File: config.mk
export PLATFORM = sky130hd
export DESIGN_NAME = id_ctl_gen
export DESIGN_NICKNAME = d
export VERILOG_FILES = /design/src/rtl/id_ctl_gen.sv
export SDC_FILE = /design/constraint.sdc
export NUM_CORES = 1
export LEC_CHECK = 0
export ABC_CLOCK_PERIOD_IN_PS = 2900
export CAP_MARGIN = 10
export CORE_MARGIN = 5
export CORE_UTILIZATION = 40
export CTS_CLUSTER_SIZE = 28
export DETAILED_ROUTE_END_ITERATION = 7
export PLACE_DENSITY = 0.82
export SLEW_MARGIN = 20
export SYNTH_ARGS = -nofsm -noshare
export SYNTH_HDL_FRONTEND = slang
export SYNTH_SLANG_ARGS = --single-unit
File: constraint.sdc
create_clock -name clk -period 2.9 [get_ports clk]
set_input_delay 0.58 -clock clk [delete_from_list [all_inputs] [get_ports clk]]
set_output_delay 0.58 -clock clk [all_outputs]
set_load 0.005 [all_outputs]
File: src/rtl/id_ctl_gen.sv
// Decode-side execute control bundle generator: registered decode with stall/flush and a RUN/HALTED FSM.
// Optional macro ID_CTL_IO_EN enables decoding of IN/OUT; otherwise they are flagged illegal.
module id_ctl_gen #(
    parameter logic [3:0] NOP_OPCODE = 4'b0000,
    parameter logic [3:0] LI_OPCODE  = 4'b0110
) (
    input  logic        clk,
    input  logic        rst_n,
    input  logic [15:0] inst_in,
    input  logic        inst_valid_in,
    input  logic        stall,
    input  logic        flush,
    input  logic        resume,
    output logic        alu_src1,
    output logic        alu_src2,
    output logic        alu_or_shifter,
    output logic        as_bc,
    output logic [3:0]  opcode,
    output logic        mem_read,
    output logic        mem_write,
    output logic        reg_write,
    output logic        ctl_valid,
    output logic        illegal,
    output logic        halted
);

    localparam logic [3:0] OP_ADD = 4'b0000;
    localparam logic [3:0] OP_MOV = 4'b0110;

    typedef enum logic {RUN, HALTED} state_t;

    typedef struct packed {
        logic       alu_src1;
        logic       alu_src2;
        logic       alu_or_shifter;
        logic       as_bc;
        logic [3:0] opcode;
        logic       mem_read;
        logic       mem_write;
        logic       reg_write;
        logic       ctl_valid;
        logic       illegal;
    } ctl_t;

    state_t state_reg, state_next;
    ctl_t   ctl_reg, ctl_next;
    ctl_t   dec;
    ctl_t   bubble;
    logic   dec_hlt;

    logic [1:0] op1;
    logic [2:0] op2;
    logic [3:0] op3;

    assign op1 = inst_in[15:14];
    assign op2 = inst_in[13:11];
    assign op3 = inst_in[7:4];

    // Register fields and immediates are consumed elsewhere in the pipeline.
    logic unused_inst_bits;
    assign unused_inst_bits = ^{inst_in[10:8], inst_in[3:0]};

    always_comb begin
        bubble        = '0;
        bubble.opcode = NOP_OPCODE;
    end

    // Pure decode of the instruction word; every decoded word is valid, even illegal ones.
    always_comb begin
        dec           = '0;
        dec.opcode    = NOP_OPCODE;
        dec.ctl_valid = 1'b1;
        dec_hlt       = 1'b0;
        case (op1)
            2'b11: begin
                case (op3)
                    4'b0000, 4'b0001, 4'b0010, 4'b0011,
                    4'b0100, 4'b0101, 4'b0110: begin
                        dec.opcode    = op3;
                        dec.reg_write = (op3 != 4'b0101);
                    end
                    4'b1000, 4'b1001, 4'b1010, 4'b1011: begin
                        dec.alu_or_shifter = 1'b1;
                        dec.alu_src2       = 1'b1;
                        dec.opcode         = op3;
                        dec.reg_write      = 1'b1;
                    end
`ifdef ID_CTL_IO_EN
                    4'b1100: begin
                        dec.opcode    = OP_MOV;
                        dec.reg_write = 1'b1;
                    end
                    4'b1101: begin
                        dec.opcode = OP_MOV;
                    end
`else
                    4'b1100, 4'b1101: begin
                        dec.illegal = 1'b1;
                    end
`endif
                    4'b1111: begin
                        dec_hlt = 1'b1;
                    end
                    default: begin
                        dec.illegal = 1'b1;
                    end
                endcase
            end
            2'b00: begin
                dec.alu_src2  = 1'b1;
                dec.opcode    = OP_ADD;
                dec.mem_read  = 1'b1;
                dec.reg_write = 1'b1;
            end
            2'b01: begin
                dec.alu_src2  = 1'b1;
                dec.opcode    = OP_ADD;
                dec.mem_write = 1'b1;
            end
            default: begin
                case (op2)
                    3'b000: begin
                        dec.alu_src2  = 1'b1;
                        dec.opcode    = LI_OPCODE;
                        dec.reg_write = 1'b1;
                    end
                    3'b100: begin
                        dec.alu_src1 = 1'b1;
                        dec.alu_src2 = 1'b1;
                        dec.opcode   = OP_ADD;
                    end
                    3'b111: begin
                        dec.alu_src1 = 1'b1;
                        dec.alu_src2 = 1'b1;
                        dec.as_bc    = 1'b1;
                        dec.opcode   = OP_ADD;
                    end
                    default: begin
                        dec.illegal = 1'b1;
                    end
                endcase
            end
        endcase
    end

    // Edge priority: stall holds everything, flush forces a bubble and RUN, then capture.
    always_comb begin
        state_next = state_reg;
        ctl_next   = ctl_reg;
        if (!stall) begin
            if (flush) begin
                ctl_next   = bubble;
                state_next = RUN;
            end else if (state_reg == RUN && inst_valid_in) begin
                ctl_next   = dec;
                state_next = dec_hlt ? HALTED : RUN;
            end else begin
                ctl_next = bubble;
                if (state_reg == HALTED && resume) begin
                    state_next = RUN;
                end
            end
        end
    end

    always_ff @(posedge clk or negedge rst_n) begin
        if (!rst_n) begin
            state_reg <= RUN;
            ctl_reg   <= bubble;
        end else begin
            state_reg <= state_next;
            ctl_reg   <= ctl_next;
        end
    end

    assign alu_src1       = ctl_reg.alu_src1;
    assign alu_src2       = ctl_reg.alu_src2;
    assign alu_or_shifter = ctl_reg.alu_or_shifter;
    assign as_bc          = ctl_reg.as_bc;
    assign opcode         = ctl_reg.opcode;
    assign mem_read       = ctl_reg.mem_read;
    assign mem_write      = ctl_reg.mem_write;
    assign reg_write      = ctl_reg.reg_write;
    assign ctl_valid      = ctl_reg.ctl_valid;
    assign illegal        = ctl_reg.illegal;
    assign halted         = (state_reg == HALTED);

endmodule

After elaboration in Yosys (flattened, before gate mapping)
Cells that the tools add are included.
{"block": "op_classes", "n_addsub": 0, "multipliers": 0, "div_mod_pow": 0, "magnitude_cmp": 0, "n_eq_ne": 16, "shifts": 0, "muxes": 27, "n_bitwise": 2, "reduce_logical": 15}
{"operator": "13-bit 2-to-1 mux", "count": 2}
{"operator": "4-bit == test, second input constant", "count": 5}
{"operator": "1-bit 2-to-1 mux", "count": 17}
{"operator": "4-bit by 3-bit == test with 1-bit output, second input constant", "count": 3}
{"operator": "12-bit OR reduction", "count": 1}
{"operator": "11-bit OR reduction", "count": 1}
{"operator": "4-bit by 2-bit == test with 1-bit output, second input constant", "count": 2}
{"operator": "4-bit case mux with 2 select lines", "count": 1}
{"operator": "7-bit OR reduction", "count": 1}
{"operator": "3-bit == test, second input constant", "count": 2}
{"operator": "1-bit case mux with 2 select lines", "count": 3}
{"operator": "3-bit OR reduction", "count": 2}
{"operator": "4-bit by 1-bit == test with 1-bit output, second input constant", "count": 1}
{"operator": "4-bit logical NOT", "count": 1}
{"operator": "4-bit 2-to-1 mux", "count": 1}
{"operator": "4-bit by 3-bit != test with 1-bit output, second input constant", "count": 1}
{"operator": "2-bit OR reduction", "count": 2}
{"operator": "4-bit OR reduction", "count": 1}
{"operator": "3-bit logical NOT", "count": 1}
{"operator": "3-bit 2-to-1 mux", "count": 1}
{"operator": "1-bit case mux with 3 select lines", "count": 1}
{"operator": "3-bit nonzero test", "count": 1}
{"operator": "2-bit by 1-bit == test with 1-bit output, second input constant", "count": 1}
{"operator": "2-bit == test, second input constant", "count": 1}
{"operator": "5 further kinds", "count": 7}
{"block": "word_totals", "regBits": 14, "latchBits": 0, "ramBits": 0, "rom_bits": 0, "memories": 0}

Logic depth before layout (Yosys ltp)
Gate-level depths: netlist (run 1).
{"block": "depth", "word_depth": 6, "ltp_mapped": 4, "ltp_nobuf": 3}

Least setup slack after synthesis (run 1)
OpenSTA, ideal clock, no wires.
{"block": "synth_path", "path_type": "input to register", "start": "input port flush", "end": "register ctl_reg, in the netlist alu_or_shifter", "setup_time_ns": 0.064, "arrival_ns": 1.495, "slack_ns": 1.341, "cell_stages": 4, "n_path_buf": 1, "path_cell_list": "or4b_1 > buf_2 > nor3_4 > a21o_1"}
{"block": "synth_between", "elab_chain_len": 1}
{"item": "start, declared", "line": "12", "source": "input logic flush,"}
{"item": "13-bit 2-to-1 mux", "line": "151", "source": "if (flush) begin"}
{"item": "end signal, assigned", "line": "169", "source": "ctl_reg <= bubble;"}
{"item": "end signal, assigned", "line": "172", "source": "ctl_reg <= ctl_next;"}
{"item": "end, declared", "line": "46", "source": "ctl_t ctl_reg, ctl_next;"}
No other way between the ends.
A chain may end at the register's enable or synchronous reset.

==> impl_results.md, run 1 <==
* Status: finished clean
* Leakage power at 0.4390 nW
* Clk buf depth at 2
* Yosys cell types at 25
* Antenna violation net count after detailed routing at 0
* Post-synthesis mux area share at 0%
* Setup TNS at 0 ns
* Core Footprint at 1559 um2
* H-tree depth at 1
* Worst-Margin Slew at about 0.62 ns
* Clock sinks at 14
* Total CTS buffers at 3
* CP endpoint kind: register
* Synth top cells by count: dfrtp_1 (14), nand2_1 (14), nand3_1 (4), o21ai_1 (4), o31ai_1 (4)
* EDFF count, synth at 0
* Die Width at 51.18 um
* Gr ovfl total at 0
* Die height at 51.18 um
* Multi-input gate area at 304.0 um2
* Register area share after synthesis at between 50% and 60%
* Relative slew slack at around 60%
* Worst-Skew Late Latency at 0.28 ns
* Final Skew at 0.0006571 ns
* Crit path time final at 1.991 ns
* Overall Power at 0.4136 mW
* Max FO, Critical Path at 9
* Vias in the first global route at roughly 660
* Sw Pwr at 0.09865 mW
* Async S/R FF share, synth at between 90% and 100%
* Logic pwr share at 17.0%
* Synth top area share at 51.66%
* Ys Warns at 0
* Initial antenna violation count at 0
* Setup repair after global routing missed its margin: false
* First DRT Iteration DRCs at 37
* Post-synthesis cell count at 70
* Avg Cell Area, Syn at 9.688 um2
* Clk pwr share at 33.7%
* Maximum vdd drop at 0.0003680 V
* Reg power frac at 49.3%
* Via count at 659
* FF+latch area at about 350 um2
* Synthesized cell area at 678.2 um2
* Complex-gate fraction of the synthesized area at between 10% and 20%
* Largest net degree at the start of global routing at 15
* WP data required at 3.12 ns
* I/O Buffers at 28
* Max-cap violations at 0
* Hold Vio Cnt, Final at 0
* Number of vias per cell at 5.681
* Total Routing Usage GR at about 15%
* CTS Hold Buffers Added at 0
* WP data arrival at 2.21 ns
* Setup crit start kind: primary input
* WL/cell at 14.70 um
* Largest family of logic cells by synthesized area: simple AND/OR/NAND/NOR gates
* Simple-gate area share of the yosys netlist at between 20% and 30%
* Ranking of synthesized cells by area: dfrtp_1 (52%), nand2_1 (7.7%), o31ai_1 (4.4%)
* Setup Crit Path Kind: primary input to register
* Post-synthesis sequential element count at 14
* Ant diodes at 0
* Switching share of power at a little under a quarter
* Share of cells above drive strength 1 at 9.000%
* Layout fillers at 129
* Row Count at 14
* Root buf cell: clkbuf_4
* Post-DP HPWL at 1.340 mm
* Total Wirelength at 1.705 mm
* Post-route DRC at 0
* Post-synthesis xor/xnor area fraction at 1.292%
* Post_cts resized at 0
* TritonCTS clock tree: done
* Mapped Nets at 92
* Post-CTS setup buffer count at 0
* Num ports at 36
* Die area at roughly 2600 um2
* Worst min path class: register to register
* Internal power at 0.3149 mW
* Routability Congestion at between 0.7 and 0.8
* Nets at 123
* Synth Area in Adders at 0%
* First-pass GRT wire length at between 2 and 3 mm
* Setup-failing EPs final at 0
* Starting density of the core at around 43%
* 1st-pass router iterations at 4
* Area Overhead vs Synth at 49.45%
* Post-synth top area cell: dfrtp_1
* Clk slew on worst S/H paths at 0.08 ns
* Max Clk Rate at 502.3 MHz
* Prevailing post-synth register cell: dfrtp_1
* Final Max Slew Viols at 0
* Pwr dens at 408.1 nW/um2
* Final period utilization at 68.65%
-- through the flow --
stage | std cells | util (%) | setup slack [ns] | hold WS, ns | instance area (um2)
global route | 116 | 65.01 | 0.8209 | 0.5104 | 1013
finish | 116 | 65.01 | 0.9091 | 0.4824 | 1013
CTS | 116 | 65.01 | 0.9055 | 0.4879 | 1013
floorplan | 70 | - | 1.341 | 0.2844 | 678.2
global placement | 112 | 62.68 | 0.6445 | 0.4617 | 977.2
detailed placement | 112 | 62.68 | 0.6015 | 0.4686 | 977.2
-- path summary, 6_finish.rpt --
path / cells past startpoint / to / slack (ns) / from
min in group asynchronous: 1 / opcode[3] / 0.68 / rst_n
worst min register to register: 1 / alu_or_shifter / 0.48 / alu_or_shifter
max in group asynchronous: 1 / as_bc / 1.82 / rst_n
worst min-delay path: 1 / alu_or_shifter / 0.48 / alu_or_shifter
worst max register to register: 3 / opcode[3] / 1.36 / halted
worst max-delay path: 4 / opcode[3] / 0.91 / stall
-- cells by family after synthesis --
group | after synthesis
xor+xnor | 1
compound gates | 18
flops | 14
buf+inv | 6
simple gates | 31
-- state kept, by name (all words and copies together), names as in the netlist --
name and cells:
alu_src1 1, reg_write 1, opcode 4, alu_or_shifter 1, as_bc 1, mem_write 1, mem_read 1, halted 1
illegal 1, alu_src2 1, ctl_valid 1
-- routing by layer --
metal	global-route usage (%)	wire (um)	vias to the layer above
li1	-	-	318
met1	18.26	710	303
met2	23.18	841	34
met3	6.395	133	4
met4	4.484	19	0
met5	0	0	-
-- layout by cell type (no fill, tap or decap) --
cell             netlist  routed
nor2_1                 3       3
or4b_1                 1       1
nor2b_1                1       1
o221ai_1               1       1
a31oi_1                1       1
a21o_1                 2       2
inv_2                  1       1
o21ai_1                4       4
clkbuf_4               0       3
clkbuf_8               0       1
nor4_1                 1       1
dfrtp_1               14      14
buf_4                  0       2
inv_1                  1       1
nand2b_1               1       1
a32o_1                 2       2
nand3_1                4       4
nand4b_1               1       1
nand4_1                3       3
clkdlybuf4s50_1        0      28
xnor2_1                1       1
nor3_4                 1       1
a41oi_1                1       1
o31ai_1                4       4
nand2_1               14      14
nor4b_2                1       1
o21ai_0                3       3
-- critical path: stages --
cell,delay [ns]
clkdlybuf4s50_1,0.57
or4b_1,0.69
nor3_4,0.27
a21o_1,0.11
-- power by group through the flow --
| stage | clock, mW | combinational (mW) | sequential [mW] |
|---|---|---|---|
| floorplan | 0 | 0.0244 | 0.208 |
| global placement | 0 | 0.0695 | 0.208 |
| detailed placement | 0 | 0.0702 | 0.208 |
| CTS | 0.144 | 0.0709 | 0.204 |
| global route | 0.153 | 0.0768 | 0.205 |
| finish | 0.139 | 0.0702 | 0.204 |
-- layout make-up --
| cell class | count | area share [%] |
|---|---|---|
| Sequential cell | 14 | 34.57 |
| Multi-Input combinational cell | 50 | 30.00 |
| Timing Repair Buffer | 30 | 29.14 |
| Clock buffer | 4 | 3.580 |
| Tap cell | 16 | 1.975 |
| Inverter | 2 | 0.7407 |
(Power assumes the default switching activity.)
==> run 2, diff against run 1 <==
--- a/config.mk
+++ b/config.mk
@@ -5,13 +5,13 @@
 export SDC_FILE = /design/constraint.sdc
 export NUM_CORES = 1
 export LEC_CHECK = 0
-export ABC_CLOCK_PERIOD_IN_PS = 2900
+export ABC_CLOCK_PERIOD_IN_PS = 1800
 export CAP_MARGIN = 10
 export CORE_MARGIN = 5
-export CORE_UTILIZATION = 40
+export CORE_UTILIZATION = 34
 export CTS_CLUSTER_SIZE = 28
 export DETAILED_ROUTE_END_ITERATION = 7
-export PLACE_DENSITY = 0.82
+export PLACE_DENSITY = 0.74
 export SLEW_MARGIN = 20
 export SYNTH_ARGS = -nofsm -noshare
 export SYNTH_HDL_FRONTEND = slang
==> constraint.sdc (replaced) <==
create_clock -name clk -period 1.8 [get_ports clk]
set_input_delay 0.36 -clock clk [delete_from_list [all_inputs] [get_ports clk]]
set_output_delay 0.36 -clock clk [all_outputs]
set_load 0.005 [all_outputs]
==> run 2 against run 1 <==
Net effect:
- total power is 61% higher
- register-to-register slack lost 1.1 ns
- die area up 14%
- highest routed layer unchanged
==> impl_results.md, run 2 (synthesis results as in run 1) <==
* CTS Hold Buffers Added at 0
* Reg2reg start: halted
* WL/cell at 13.12 um
* Setup-failing EPs final at 0
* Clock sinks at 14
* Setup crit start kind: primary input
* Final Max Slew Viols at 0
* Post-DP HPWL at about 1.3 mm
* Max Clk Rate at between 600 and 700 MHz
* Root buf cell: clkbuf_4
* Pwr dens at approximately 640 nW/um2
* Maximum vdd drop at around 0.00047 V
* First DRT Iteration DRCs at 15
* Antenna violation net count after detailed routing at 0
* Vias in the first global route at 637
* Status: finished clean
* Die area at 2988 um2
* Number of vias per cell at 5.124
* Critical path's slowest cell: or4b_1
* First-pass GRT wire length at between 2 and 3 mm
* Routability Congestion at 0.7526
* Num ports at 36
* Hold Vio Cnt, Final at 0
* Starting density of the core at 35.29%
* Nets at about 130
* CP endpoint kind: register
* WP data required at 2.03 ns
* Gr ovfl total at 0
* Worst min path class: primary input to asynchronous set/reset pin
* Crit path time final at about 1.6 ns
* WP data arrival at between 1.5 and 2 ns
* TritonCTS clock tree: done
* I/O Buffers at 28
* Share of cells above drive strength 1 at 10.78%
* Worst-Skew Late Latency at ~0.28 ns
* Row Count at 16
* Final Skew at 0.001025 ns
* Via count at 661
* Commonest cells after routing, fill and taps aside: clkdlybuf4s50_1 (28), nand2_1 (14), dfrtp_1 (14)
* Ant diodes at 0
* Largest register FFs at 4
* Total Routing Usage GR at 13.34%
* Die height at between 50 and 60 um
* Crit. Startpoint: flush
* Pre-CTS setup slack at -0.08166 ns
* Largest net degree at the start of global routing at 16
* Setup repair after global routing missed its margin: false
* Most common cell after layout, fill and taps aside: clkdlybuf4s50_1
* WHS at approximately 0.37 ns
* 1st-pass router iterations at 4
* Worst-Margin Slew at roughly 0.38 ns
* Clk buf depth at 2
* Initial antenna violation count at 0
* Max FO, Critical Path at 6
* Max-cap violations at 0
* Clk slew on worst S/H paths at roughly 0.08 ns
* Delay-heaviest family, CP: simple AND/OR/NAND/NOR gates
* Post_cts resized at 0
* H-tree depth at 1
* Area Overhead vs Synth at 53.69%
* Total CTS buffers at 3
* Setup Crit Path Kind: primary input to register
* Post-route DRC at 0
* Core Footprint at 1922 um2
* Post-CTS setup buffer count at 0
* Die Width at 54.66 um
* Final worst setup slack at 0.2335 ns
* Final period utilization at 87.03%
* Worst path cell trace: clkdlybuf4s50_1 -> or4b_1 -> nor3_4 -> a21o_1
* Slowest stage delay, CP at between 0.6 and 0.7 ns
* Relative slew slack at 74.20%
* Leakage power at roughly 0.45 nW
* Buf/Inv on CP at 1
* Total Wirelength at 1.692 mm
## run 2: changes by cell type in the layout (fill, tap and decap cells not counted), sizes merged
cell / before / now
buf: 2 / 4
## run 2: metrics by stage
step / setup TNS (ns) / instances / utilization (%) / power, mW / instance area [um2]
after floorplan: 0 / 70 / - / 0.3751 / 678.2
after global placement: -0.2160 / 125 / 52.34 / 0.4505 / 1006
after detailed placement: -0.3037 / 125 / 52.34 / 0.4517 / 1006
after CTS: 0 / 129 / 54.23 / 0.6808 / 1042
after global routing: 0 / 129 / 54.23 / 0.7017 / 1042
final: 0 / 129 / 54.23 / 0.6676 / 1042
## run 2: where the power goes
part / internal, mW / switching [mW] / total, mW / leakage [nW]
sequential: 0.324 / 0.00484 / 0.329 / 0.192
combinational: 0.0635 / 0.0522 / 0.116 / 0.235
clock: 0.123 / 0.100 / 0.223 / 0.0210
## run 2: layout make-up
class,instances,area (um2)
Clock buffer,4,36.28
Fill cell,194,879.6
Inverter,2,7.507
Multi-Input combinational cell,50,304.0
Sequential cell,14,350.3
Tap cell,27,33.78
Timing Repair Buffer,32,310.3
## run 2: layer usage
layer | GRT usage (%) | up-vias | share of wire [%]
li1 | - | 319 | -
met4 | 6.224 | 0 | 0.65
met5 | 0 | - | 0
met3 | 5.995 | 2 | 9.2
met2 | 22.83 | 25 | 52
met1 | 13.71 | 315 | 38
## run 2: path summary, 6_finish.rpt
| path | endpoint | slack, ns | cells after the start |
|---|---|---|---|
| setup / recovery | opcode[3] | 0.23 | 4 |
| hold / removal | halted | 0.37 | 2 |
| hold reg to reg | mem_read | 0.48 | 2 |
| max in group asynchronous | opcode[0] | 1.27 | 2 |
| min in group clk | mem_read | 0.48 | 2 |
| setup reg to reg | opcode[3] | 0.29 | 3 |
